==> src/rtl/cpu_pkg.sv <==
// =====================================================================
// cpu_pkg : opcode constants, ALU select codes and datapath sizes
// Rev 1.0
// =====================================================================
`default_nettype none

package cpu_pkg;

  localparam int unsigned DATA_W   = 8;
  localparam int unsigned ADDR_W   = 3;
  localparam int unsigned NUM_REGS = 8;

  localparam logic [7:0] OP_LOADI = 8'h00;
  localparam logic [7:0] OP_MOV   = 8'h01;
  localparam logic [7:0] OP_ADD   = 8'h02;
  localparam logic [7:0] OP_SUB   = 8'h03;
  localparam logic [7:0] OP_AND   = 8'h04;
  localparam logic [7:0] OP_OR    = 8'h05;

  typedef enum logic [2:0] {
    ALU_FORWARD = 3'b000,
    ALU_ADD     = 3'b001,
    ALU_AND     = 3'b010,
    ALU_OR      = 3'b011
  } alu_sel_e;

endpackage

`default_nettype wire

==> src/rtl/cpu_reg_file.sv <==
// =====================================================================
// reg_file : 8 x 8-bit registers, two async read ports, one sync write
// Rev 1.0
// =====================================================================
`default_nettype none

module reg_file
  import cpu_pkg::*;
(
  input  logic              clk_i,
  input  logic              rst_i,
  input  logic              we_i,
  input  logic [ADDR_W-1:0] waddr_i,
  input  logic [DATA_W-1:0] wdata_i,
  input  logic [ADDR_W-1:0] raddr1_i,
  input  logic [ADDR_W-1:0] raddr2_i,
  output logic [DATA_W-1:0] rdata1_o,
  output logic [DATA_W-1:0] rdata2_o
);

  logic [DATA_W-1:0] registers [0:NUM_REGS-1];

  // Reads see the pre-edge contents, so a source equal to the destination gets the old value.
  assign rdata1_o = registers[raddr1_i];
  assign rdata2_o = registers[raddr2_i];

  always_ff @(posedge clk_i) begin
    if (rst_i) begin
      for (int i = 0; i < NUM_REGS; i++) begin
        registers[i] <= '0;
      end
    end else if (we_i) begin
      registers[waddr_i] <= wdata_i;
    end
  end

endmodule

`default_nettype wire

==> src/rtl/cpu.sv <==
// =====================================================================
// cpu : single-cycle 8-bit CPU, one instruction per clock, PC steps by 4
// Rev 1.0
// =====================================================================
`default_nettype none

module cpu
  import cpu_pkg::*;
(
  output logic [31:0] PC,
  input  logic [31:0] INSTRUCTION,
  input  logic        CLK,
  input  logic        RESET
);

  logic [31:0]       pc_q;
  logic [31:0]       pc_d;
  logic [7:0]        opcode;
  logic [ADDR_W-1:0] dest;
  logic [ADDR_W-1:0] src1;
  logic [ADDR_W-1:0] src2;
  logic [DATA_W-1:0] imm;
  logic              unused_fields;

  alu_sel_e          alu_sel;
  logic              use_imm;
  logic              negate;
  logic              reg_we;

  logic [DATA_W-1:0] rdata1;
  logic [DATA_W-1:0] rdata2;
  logic [DATA_W-1:0] rdata2_neg;
  logic [DATA_W-1:0] operand_b;
  logic [DATA_W-1:0] alu_result;

  // PC logic
  always_comb pc_d = pc_q + 32'd4;

  always_ff @(posedge CLK) begin
    if (RESET) pc_q <= '0;
    else       pc_q <= pc_d;
  end

  assign PC = pc_q;

  // Field extraction; only the low three bits of the register fields are used.
  assign opcode        = INSTRUCTION[31:24];
  assign dest          = INSTRUCTION[18:16];
  assign src1          = INSTRUCTION[10:8];
  assign src2          = INSTRUCTION[2:0];
  assign imm           = INSTRUCTION[7:0];
  assign unused_fields = ^{INSTRUCTION[23:19], INSTRUCTION[15:11]};

  always_comb begin
    alu_sel = ALU_FORWARD;
    use_imm = 1'b0;
    negate  = 1'b0;
    reg_we  = 1'b0;
    case (opcode)
      OP_LOADI: begin use_imm = 1'b1;                        reg_we = 1'b1; end
      OP_MOV:   begin                                        reg_we = 1'b1; end
      OP_ADD:   begin alu_sel = ALU_ADD;                     reg_we = 1'b1; end
      OP_SUB:   begin alu_sel = ALU_ADD; negate = 1'b1;      reg_we = 1'b1; end
      OP_AND:   begin alu_sel = ALU_AND;                     reg_we = 1'b1; end
      OP_OR:    begin alu_sel = ALU_OR;                      reg_we = 1'b1; end
      default:  ;
    endcase
  end

  // Subtraction reuses the adder with the two's complement of the second operand.
  assign rdata2_neg = ~rdata2 + 8'd1;
  assign operand_b  = use_imm ? imm : (negate ? rdata2_neg : rdata2);

  always_comb begin
    alu_result = operand_b;
    case (alu_sel)
      ALU_FORWARD: alu_result = operand_b;
      ALU_ADD:     alu_result = rdata1 + operand_b;
      ALU_AND:     alu_result = rdata1 & operand_b;
      ALU_OR:      alu_result = rdata1 | operand_b;
      default:     alu_result = operand_b;
    endcase
  end

  reg_file REGFILE (
    .clk_i    (CLK),
    .rst_i    (RESET),
    .we_i     (reg_we & ~RESET),
    .waddr_i  (dest),
    .wdata_i  (alu_result),
    .raddr1_i (src1),
    .raddr2_i (src2),
    .rdata1_o (rdata1),
    .rdata2_o (rdata2)
  );

endmodule

`default_nettype wire

==> config.mk <==
export PLATFORM = sky130hd
export DESIGN_NAME = cpu
export DESIGN_NICKNAME = d
export VERILOG_FILES = /design/src/rtl/cpu_pkg.sv /design/src/rtl/cpu_reg_file.sv /design/src/rtl/cpu.sv
export SDC_FILE = /design/constraint.sdc
export NUM_CORES = 1
export LEC_CHECK = 0
export ABC_AREA = 1
export CAP_MARGIN = 20
export CORE_MARGIN = 8
export CORE_UTILIZATION = 45
export DETAILED_ROUTE_END_ITERATION = 6
export PLACE_DENSITY = 0.94
export SLEW_MARGIN = 0
export SYNTH_ARGS = -nofsm -noshare
export SYNTH_HDL_FRONTEND = slang
export SYNTH_SLANG_ARGS = --single-unit
==> constraint.sdc <==
create_clock -name CLK -period 2.62 [get_ports CLK]
set_input_delay 0.393 -clock CLK [delete_from_list [all_inputs] [get_ports CLK]]
set_output_delay 0.393 -clock CLK [all_outputs]
set_load 0.03 [all_outputs]
==> impl_metrics.ini <==
[global_routing]
track_usage = 0.146
grt_max_degree = 19
antenna_found_initial = 0
gr-total-overflow = 0
grt_pass1_vias = 1432
grt_pass1_wl_um = 6240

[cts]
cts_root_buf = clkbuf_4
cts_hold_buf = 0
clk_pin_slew_ps = 100
clock_path_buffers = 2
insertion_delay_ps = 330
cts-htree-levels = 2
post_cts_buffers = 0
cts_tree = yes
clock-sinks = 30
cts_resized = 0
cts_buffers = 5

[outcome]
status = completed

[worst_setup_path]
critical_path_class = flip-flop to primary output
critPathLaunchType = flip-flop
cp_top_family = buffers and inverters
crit_arrival_ps = 1490
required_ps = 2230
slowest_stage = clkdlybuf4s50_1
max_stage_delay_ps = 720
reg2reg_to = PC[20]
cp_max_fo = 6
r2r.worst_path.cells = 8
critPathCaptureType = primary output
r2r-start = PC[2]
cp.buffers_inverters = 1
r2r_slack_ps = 1190
path_depth = 1
crit_chain = clkdlybuf4s50_1

[pwr]
p_per_area_mw_per_mm2 = 410
clkPwrFrac = 0.363
seq_power_share = 0.582
combPwrFrac = 0.055
power.share.switching = 0.240
power.switching_mw = 0.191
leakagePower_nw = 0.679
irDropWorstVdd_mv = 0.398
intPower_mw = 0.605

[yosys]
synth.area.top_cells = dfxtp_1, nor2_1, nand2_1
ys_ff_latch = 30
yosysUniqueCellTypes = 22
synth_seq_area_share = 0.392
syn_avg_cell_area_sq_um = 6.52
synth.largest_area_cell = dfxtp_1
ys_warn_count = 0
syn_area_sq_mm = 0.00153
synth_top_area_frac = 0.392
syn_inst = 235

[floorplanning]
dieWidth_um = 74.4
die_y_um = 74.4
start_util = 0.463
core_sq_mm = 0.00331
rows = 21
ios = 66
die_area_sq_mm = 0.00553

[placement]
io_buffers = 31
dp_hpwl_um = 2870
place_congestion = 0.857

[detailed_routing]
first_pass_iters = 4
wl_per_cell_um = 11.6
drc = 0
first_iter_violations = 95
viasPerCell = 4.81
vias = 1526
final_antenna_net_count = 0
wirelength_um = 3690

[timing]
whs_ps = 480
rsz0062_at_grt = false
finalSetupViolCount = 0
hold_viol_final = 0
maxSlewViolCount = 0
finalCriticalPeriod_ps = 1880
fmax_mhz = 531
setup_tns_ps = 0
fin_crit_sh = 0.718
fin_skew_ps = 9.16

[cells_and_area]
mostFrequentLayoutCells = nor2_1, nand2_1, clkdlybuf4s50_1
layout_commonest_cell = nor2_1
nFillCells = 328
diodes = 0
drive_gt1_frac = 0.0812
area_growth_pct = 26.8
final_nets = 305
largest_reg_flops = 30

[hold_path]
hold_end = PC[2]
hold_depth = 1
hold_start = PC[2]
min_path_type = flip-flop to flip-flop

[flow_run]
maxCapViolations = 0
==> how the worst max path moves through the flow <==
stage / startpoint / end
5_1_grt: PC[19] / PC[19]
3_5_place_dp: RESET / PC[10]
6_report: PC[26] / PC[26]
3_3_place_gp: RESET / PC[10]
2_1_floorplan: PC[2] / PC[24]
4_1_cts: PC[26] / PC[26]
==> kinds of logic (layout without fill, tap and decap cells) <==
logic type      after synthesis  in the layout  share of synthesized area
xor+xnor                      4              4                     0.0229
flops                        30             30                      0.392
fa+ha+maj                     1              1                    0.00816
compound gates               23             23                     0.0784
other cells                   1              2                    0.00245
buf+inv                      21             56                     0.0580
simple gates                155            155                      0.438
==> cell usage after synthesis, drive strengths merged <==
| cell type | instances |
|---|---|
| a21oi | 15 |
| and2 | 2 |
| dfxtp | 30 |
| inv | 16 |
| nand2 | 65 |
| buf | 5 |
| ha | 1 |
| nor3b | 1 |
| nor2 | 73 |
| conb | 1 |
| xor2 | 4 |
| a21o | 1 |
| o21a | 1 |
| nand3 | 14 |
| o21ai | 6 |
==> cell type report <==
cell class | instances | area [sq um] | area share
inverters | 16 | 60.1 | 0.0309
repair buffers | 32 | 318 | 0.164
clock buffers | 7 | 55.1 | 0.0283
flip-flops and latches | 30 | 601 | 0.309
well taps | 46 | 57.6 | 0.0296
clock inverters | 1 | 5.00 | 0.00258
multi-input cells | 185 | 847 | 0.436
==> routing by layer <==
metal / GRT usage / share of wire / vias up
met1: 0.157 / 0.44 / 692
met4: 0.0761 / 0.020 / 0
met5: 0 / 0 / -
li1: - / - / 796
met3: 0.0485 / 0.053 / 7
met2: 0.249 / 0.49 / 31
==> stage by stage <==
step / utilization / setup slack, ps / cell area (sq um) / std cells / total power [mW]
2_1_floorplan: - / 1080 / 1540 / 236 / 0.507
3_3_place_gp: 0.569 / 912 / 1880 / 309 / 0.516
3_5_place_dp: 0.569 / 903 / 1880 / 309 / 0.518
4_1_cts: 0.587 / 735 / 1940 / 317 / 0.798
5_1_grt: 0.587 / 678 / 1940 / 317 / 0.828
6_report: 0.587 / 738 / 1940 / 317 / 0.796
==> power groups by stage <==
stage	combinational (mW)	clock, mW	sequential (mW)
after floorplan	0.0256	0	0.481
after global placement	0.0424	0	0.474
after detailed placement	0.0435	0	0.474
after CTS	0.0436	0.291	0.464
after global routing	0.0477	0.316	0.464
final	0.0435	0.289	0.463
(Power assumes the default switching activity.)
